$ cat src/rtl/xor_bit_packer_pkg.sv
// Shared types and constants for the XOR bit packer:
// assembler FSM state encoding and output FIFO depth.
package xor_bit_packer_pkg;

  typedef enum logic {
    IDLE = 1'b0,
    FILL = 1'b1
  } pack_state_t;

  localparam int FIFO_DEPTH = 2;

endpackage

$ cat src/rtl/xor_bit_packer_fifo.sv
// pack_fifo2: 2-entry FIFO for packed words, head at e0.
// Ports: clk, resetb, push/push_data in, rdy in, head/vld out, drop out.
module pack_fifo2
  import xor_bit_packer_pkg::*;
#(
  parameter int DW = 13
) (
  input  logic          clk,
  input  logic          resetb,
  input  logic          push,
  input  logic [DW-1:0] push_data,
  input  logic          rdy,
  output logic [DW-1:0] head,
  output logic          vld,
  output logic          drop
);

  logic [DW-1:0] e0;
  logic [DW-1:0] e1;
  logic [1:0]    n;
  logic          pop;
  logic          full;

  assign vld  = (n != 2'd0);
  assign pop  = vld && rdy;
  assign full = (n == 2'(FIFO_DEPTH));
  // Full with a pop in the same edge still accepts the push.
  assign drop = push && full && !pop;
  assign head = e0;

  always_ff @(posedge clk or negedge resetb) begin
    if (!resetb) begin
      e0 <= '0;
      e1 <= '0;
      n  <= 2'd0;
    end else begin
      unique case (n)
        2'd0: begin
          if (push) begin
            e0 <= push_data;
            n  <= 2'd1;
          end
        end
        2'd1: begin
          if (pop && push) begin
            e0 <= push_data;
          end else if (pop) begin
            n <= 2'd0;
          end else if (push) begin
            e1 <= push_data;
            n  <= 2'd2;
          end
        end
        default: begin
          if (pop) begin
            e0 <= e1;
            if (push) e1 <= push_data;
            else      n  <= 2'd1;
          end
        end
      endcase
    end
  end

endmodule

$ cat src/rtl/xor_bit_packer.sv
// Packs serial bits LSB-first into WIDTH-bit words with count and parity.
// Ports: clk, resetb, bit_in/bit_vld/flush in; out_* word + handshake; ovf.
module xor_bit_packer
  import xor_bit_packer_pkg::*;
#(
  parameter int WIDTH = 8,
  parameter int CW    = $clog2(WIDTH + 1)
) (
  input  logic             clk,
  input  logic             resetb,
  input  logic             bit_in,
  input  logic             bit_vld,
  input  logic             flush,
  output logic [WIDTH-1:0] out_data,
  output logic [CW-1:0]    out_cnt,
  output logic             out_par,
  output logic             out_vld,
  input  logic             out_rdy,
  output logic             ovf,
  input  logic             ovf_clr
);

  localparam int DW = WIDTH + CW + 1;

  pack_state_t      state;
  logic [CW-1:0]    cnt;
  logic [WIDTH-1:0] sreg;

  logic [WIDTH-1:0] nxt_sreg;
  logic [CW-1:0]    nxt_cnt;
  logic             last;
  logic             push;
  logic [DW-1:0]    push_data;
  logic [DW-1:0]    head;
  logic             drop;

  // Bits above cnt are always zero, so OR-in gives zero fill.
  assign nxt_sreg = bit_vld
                  ? (sreg | (WIDTH'(bit_in) << cnt))
                  : sreg;
  assign nxt_cnt  = cnt + CW'(bit_vld);
  assign last     = bit_vld && (cnt == CW'(WIDTH - 1));
  assign push     = last
                 || (flush && ((state == FILL) || bit_vld));
  assign push_data = {^nxt_sreg, nxt_cnt, nxt_sreg};

  always_ff @(posedge clk or negedge resetb) begin
    if (!resetb) begin
      state <= IDLE;
      cnt   <= '0;
      sreg  <= '0;
    end else if (push) begin
      state <= IDLE;
      cnt   <= '0;
      sreg  <= '0;
    end else if (bit_vld) begin
      state <= FILL;
      cnt   <= nxt_cnt;
      sreg  <= nxt_sreg;
    end
  end

  pack_fifo2 #(
    .DW(DW)
  ) u_fifo (
    .clk       (clk),
    .resetb    (resetb),
    .push      (push),
    .push_data (push_data),
    .rdy       (out_rdy),
    .head      (head),
    .vld       (out_vld),
    .drop      (drop)
  );

  assign out_data = head[WIDTH-1:0];
  assign out_cnt  = head[WIDTH+CW-1:WIDTH];
  assign out_par  = head[DW-1];

  // Set beats clear when both land on the same edge.
  always_ff @(posedge clk or negedge resetb) begin
    if (!resetb)      ovf <= 1'b0;
    else if (drop)    ovf <= 1'b1;
    else if (ovf_clr) ovf <= 1'b0;
  end

endmodule
$ cat config.mk
export PLATFORM = sky130hd
export DESIGN_NAME = xor_bit_packer
export DESIGN_NICKNAME = d
export VERILOG_FILES = /design/src/rtl/xor_bit_packer_pkg.sv /design/src/rtl/xor_bit_packer_fifo.sv /design/src/rtl/xor_bit_packer.sv
export SDC_FILE = /design/constraint.sdc
export NUM_CORES = 1
export LEC_CHECK = 0
export BUFFER_PORTS_ARGS = -buffer_cell sky130_fd_sc_hd__buf_2
export CORE_ASPECT_RATIO = 1.5
export CORE_MARGIN = 5
export CORE_UTILIZATION = 52
export DETAILED_ROUTE_END_ITERATION = 8
export GPL_ROUTABILITY_DRIVEN = 0
export PLACE_DENSITY = 0.82
export SLEW_MARGIN = 5
export SYNTH_ARGS = -nofsm -noshare
export SYNTH_HDL_FRONTEND = slang
export SYNTH_SLANG_ARGS = --single-unit
$ cat constraint.sdc
create_clock -name clk -period 1.9 [get_ports clk]
set_clock_uncertainty 0.15 [all_clocks]
set_input_delay 0 -clock clk [delete_from_list [all_inputs] [get_ports clk]]
set_output_delay 0 -clock clk [all_outputs]
set_load 0.1 [all_outputs]
# Word level (Yosys, flattened, before mapping)
# Cells that the tools add are included.
# Widths: inputs -> output; s select.
[word_totals]
ramBits = 0
word_cells = 64
latchBits = 0
output_inout_bits = 15
input_bits = 7
reg_bits = 42
romBits = 0
n_memories = 0
[classes]
div_mod_pow = 0
eq_ne = 9
muxes = 25
mul = 0
bitwise_logic = 2
magnitude_cmp = 0
add_sub_neg = 1
reduce_logical = 19
n_shift = 1
[op_table]
columns = ["cell", "n"]
rows = [
  ["$mux 13", 7],
  ["$pmux 13 s2", 2],
  ["$mux 8", 3],
  ["$mux 2", 6],
  ["$mux 4", 2],
  ["$or 8x8->8", 1],
  ["$reduce_bool 2->1", 4],
  ["$reduce_xor 8->1", 1],
  ["$shl 1x4->8", 1],
  ["$logic_and 1x1->1", 6],
  ["$reduce_and 5->1", 1],
  ["$add 4x1->4", 1],
  ["$eq 4x3->1 const B", 1],
  ["$mux 1", 4],
  ["$ne 2x1->1 const B", 2],
  ["$ne 2x2->1 const B", 2],
  ["$pmux 2 s2", 1],
  ["$reduce_and 4->1", 1],
  ["$ne 3x1->1 const B", 1],
  ["$ne 3x3->1 const B", 1],
  ["$reduce_and 3->1", 1],
  ["$reduce_bool 3->1", 1],
  ["$eq 2x1->1 const B", 1],
  ["$eq 2x2->1 const B", 1],
  ["4 further kinds", 5],
]

# Depth between registers and ports, before layout
[depth]
word_depth = 8
mapped_depth = 9
ltp_nobuf = 8

# By module
# A second synthesis with hierarchy kept.
[hier_totals]
hier_cells = 179
area_unflattened_um2 = 2213.4
[modules_own_cells]
columns = ["mod", "cells_per_inst", "area_per_inst_um2", "seq_area_each_um2", "n_inst"]
rows = [
  ["pack_fifo2", 93, 1352.5, 700.7, 1],
  ["xor_bit_packer", 86, 860.8, 350.3, 1],
]

# Worst setup path before layout
# OpenSTA, ideal clock, no wires.
[synth_timing]
path_kind = "register to register"
startpoint = "register u_fifo.n[0]"
endpoint = "register u_fifo.e1[11]"
required_time_ps = 1619
setup_time_ps = 131
path_buffers = 1
arrival_time_ps = 2043
stages_incl_launch_ff = 10
slack_ps = -424
synth_period_minus_slack_ps = 2324
cell_sequence = "dfrtp_1 -> nor2_1 -> inv_1 -> nand2_1 -> ha_1 -> nor2_1 -> nand2_1 -> clkbuf_1 -> nand2_1 -> o21ai_0"
[synth_between]
elab_chain_cells = 5
word_cells_on_any_way = 11
classes_between = "3 x eq/ne; 1 x mux; 1 x bitwise; 6 x reduce/logical"
[synth_lines]
columns = ["item", "line", "rtl"]
rows = [
  ["from (decl)", "xor_bit_packer_fifo.sv:20", "logic [1:0] n;"],
  ["from (signal assigned)", "xor_bit_packer_fifo.sv:35", "n <= 2'd0;"],
  ["from (signal assigned)", "xor_bit_packer_fifo.sv:41", "n <= 2'd1;"],
  ["from (signal assigned)", "xor_bit_packer_fifo.sv:48", "n <= 2'd0;"],
  ["$reduce_bool 2->1 *", "xor_bit_packer_fifo.sv:24", "assign vld = (n != 2'd0);"],
  ["net out_vld", "xor_bit_packer.sv:17", "output logic out_vld,"],
  ["$logic_and 1x1->1 *", "xor_bit_packer_fifo.sv:25", "assign pop = vld && rdy;"],
  ["$logic_and 1x1->1", "xor_bit_packer_fifo.sv:45", "if (pop && push) begin"],
  ["$ne 2x2->1 (no line)", "n/a", ""],
  ["$reduce_and 4->1 (no line) *", "n/a", ""],
  ["to (signal assigned)", "xor_bit_packer_fifo.sv:50", "e1 <= push_data;"],
  ["to (signal assigned)", "xor_bit_packer_fifo.sv:57", "if (push) e1 <= push_data;"],
  ["to (decl)", "xor_bit_packer_fifo.sv:19", "logic [DW-1:0] e1;"],
]
# The timed path passes the listed nets; every way through them passes the cells marked *.
# A chain may end at the register's enable or synchronous reset.

# Worst setup path in the final report
[layout_timing]
startpoint = "register cnt[0]"
endpoint = "register u_fifo.e1[12]"
[layout_between]
elab_chain_cells = 8
word_cells_on_any_way = 15
classes_between = "2 x eq/ne; 1 x shift; 6 x mux; 1 x bitwise; 5 x reduce/logical"
[layout_lines]
columns = ["item", "line", "rtl"]
rows = [
  ["from (decl)", "xor_bit_packer.sv:26", "logic [CW-1:0] cnt;"],
  ["from (signal assigned)", "xor_bit_packer.sv:58", "cnt <= nxt_cnt;"],
  ["$shl 1x4->8", "xor_bit_packer.sv:39", "? (sreg | (WIDTH'(bit_in) << cnt))"],
  ["$or 8x8->8", "xor_bit_packer.sv:39", ""],
  ["$mux 8", "xor_bit_packer.sv:39", ""],
  ["$reduce_xor 8->1", "xor_bit_packer.sv:45", "assign push_data = {^nxt_sreg, nxt_cnt, nxt_sreg};"],
  ["$mux 13", "xor_bit_packer_fifo.sv:49, xor_bit_packer_fifo.sv:57", ""],
  ["$mux 13", "xor_bit_packer_fifo.sv:47", "end else if (pop) begin"],
  ["$mux 13", "xor_bit_packer_fifo.sv:45", ""],
  ["$pmux 13 s2", "xor_bit_packer_fifo.sv:37", "unique case (n)"],
]
# Parallel ways exist; a longest one is shown, timed or not. The select of a mux whose other input is x is not followed.

==> flow_summary.ini <==
[grt]
grt_overflow = 0
antenna_found_initial = 0
grtUsageTotal_pct = 17.96
grt_max_degree = 36
grt_pass1_vias = 1618
grt_pass1_wl_um = 7155

[finish]
nNetsFinal = 270
multi_input_area_um2 = 1007
n_antenna_cell = 0
final_common_cell = dfrtp_1
final_core_util_pct = 66.89
most-common-layout-cells = dfrtp_1 (41), nor2_1 (28), nand2_1 (23), buf_4 (23)
drive_gt1_share_pct = 31.42
ff_latch_area_um2 = 1052
fill_cells = 279
area_growth_pct = 26.85

[routing]
via_per_inst = 5.408
drc_errors = 0
avgRoutedWirePerCell_um = 14.76
ant_nets = 0
drt_first_pass_iters = 5
wirelength_um = 4517
via_count = 1655
first_iter_violations = 48

[placement]
dp_hpwl_um = 3080
numPortBuffers = 21
dpl_worst_slack_ps = -86.42

[clock_tree]
cts_max_level = 2
clk_latency_ps = 300
cts.path.max_buffers = 2
cts_sinks = 42
root_buffer = clkbuf_8
cts_tree = yes
path_clk_slew_ps = 70
cts_inserted_buffers = 5

[synthesis]
synthCells = 214
synth-seq-area-share_pct = 51.25
synth-edff-count = 0
ys_seq_elements = 42
yosysWarnings = 0
ys.flop_type = dfrtp_1
synthArstFlopShare_pct = 100.0
syn_avg_cell_area_um2 = 9.583
syn-num-nets = 224
netlist_area_um2 = 2051
yosysUniqueCellTypes = 30

[power_and_ir_drop]
vdd.ir_drop.worst_uv = 1227
p_per_area_nw_per_um2 = 1304
p_leak_nw = 1.236

[timing]
max_freq_mhz = 528.5
hold_viol = 0
finalSetupViolations = 0
slew_headroom_pct = 49.77
period_share_pct = 99.58
post-route-min-period_ps = 1892
fin_ws_ps = 7.966
rsz0062_at_grt = true
worstMarginPinSlew_ps = 753.5
drv_slew = 0

[critical_path]
crit_arrival_ps = 1920
cp_common_cell = mux2i_1
crit_path_cell_trace = buf_6 > mux2i_2 > xor2_1 > mux2i_1 > mux2i_1 > xnor2_1 > mux2_2
cp.buffers_inverters = 1
worstPathRequired_ps = 1930
startpoint_type = flip-flop
crit_path_max_fanout = 5
critPathKind = reg2reg
crit_family = multiplexers
slowest_stage = dfrtp_1
cp_slowest_stage_delay_ps = 420
crit_path_end_kind = flip-flop

[floorplan]
die-area_um2 = 5325
io_pins = 22
start_util_pct = 52.73
die_h_um = 86.91
core_area_um2 = 3889
die_x_um = 61.28
rows = 28

[hold_path]
hp-class = in2reg

[flow_run]
max_cap_violations = 0

[run_status]
status = complete, no violations
sequential cells by signal (all words and copies together), names as in the netlist:
register,cells
u_fifo.e1,13
u_fifo.head,13
sreg,8
cnt,4
u_fifo.n,2
ovf,1
state,1
cells in the mapped netlist, types with 2 or more instances:
cell type / instances / area [um^2]
a41oi_1: 2 / 17.52
a31oi_1: 2 / 12.51
nand3_1: 2 / 10.01
mux2_2: 3 / 33.78
o31ai_2: 2 / 25.02
nand2_1: 29 / 108.9
buf_4: 2 / 15.01
ha_1: 3 / 37.54
clkbuf_1: 7 / 26.28
dfrtp_1: 42 / 1051
a21oi_1: 17 / 85.08
o21ai_1: 2 / 10.01
buf_2: 5 / 25.02
nor2_1: 30 / 112.6
o21ai_0: 25 / 125.1
mux2i_1: 11 / 110.1
xor2_1: 8 / 70.07
xnor2_1: 6 / 52.55
inv_1: 3 / 11.26
nor2b_1: 3 / 18.77
path summary, 6_finish.rpt:
path	startpoint	end	slack [ps]	cells after the start
max reg2reg	cnt[0]	u_fifo.e1[12]	8	7
min reg2reg	u_fifo.head[4]	u_fifo.head[4]	330	2
min in group asynchronous	resetb	u_fifo.head[8]	150	2
max	cnt[0]	u_fifo.e1[12]	8	7
max in group asynchronous	resetb	u_fifo.head[11]	890	3
min	bit_vld	cnt[2]	20	4
tightest hold or removal path: cells and delay by family:
kind                   cells  cell delay [ps]
XOR/XNOR                   1               60
buffers and inverters      1              190
AND/OR/NAND/NOR            2              180
per-layer routing:
metal  wire (um)  global-route usage (%)
met1        1791                   21.04
met2        2348                   29.48
met4         134                   9.073
met3         243                   4.599
met5           0                       0
stage by stage:
| step | std cells | hold WS (ps) | area (um^2) | setup TNS (ps) | total power, mW |
|---|---|---|---|---|---|
| 2_1_floorplan | 214 | -445.6 | 2082 | -3537 | 2.310 |
| 3_3_place_gp | 289 | -37.41 | 2349 | 0 | 2.648 |
| 3_5_place_dp | 289 | -36.03 | 2349 | -131.2 | 2.685 |
| 4_1_cts | 303 | 12.87 | 2497 | 0 | 3.234 |
| 5_1_grt | 306 | 35.96 | 2601 | -241.2 | 3.562 |
| 6_report | 306 | 22.31 | 2601 | 0 | 3.393 |
cell families after synthesis:
logic type / share of synthesized area [%]
and+or+nand+nor: 14.46
xor gates and xnor gates: 5.979
muxes: 7.017
AOI/OAI and AO/OA: 15.68
buffers and inverters: 3.783
adders and majority gates: 1.831
DFF: 51.25
report_power, final:
| group | internal (mW) | total, mW | leakage, nW | switching [mW] |
|---|---|---|---|---|
| Clock | 0.254 | 0.549 | 0.0450 | 0.295 |
| Combinational | 0.539 | 1.66 | 0.625 | 1.12 |
| Sequential | 1.06 | 1.18 | 0.566 | 0.127 |
| Total | 1.85 | 3.39 | 1.24 | 1.54 |
cell type report:
type / count / area share, %
Sequential cell: 42 / 40.45
Multi-Input combinational cell: 155 / 38.72
Timing Repair Buffer: 53 / 14.91
Clock buffer: 6 / 2.790
Tap cell: 45 / 2.165
Inverter: 3 / 0.5772
Clock inverter: 2 / 0.3848
repair_timing:
| action | CTS | global route |
|---|---|---|
| gates cloned | 0 | 0 |
| setup buffers | 1 | 3 |
| endpoints found under the hold margin | 36 | 0 |
| hold buffers | 5 | 0 |
| setup endpoints to repair | 2 | 22 |
| pin swaps | 2 | 5 |
| gates resized for setup | 1 | 26 |
No activity file was read; power rests on OpenSTA's default activity.
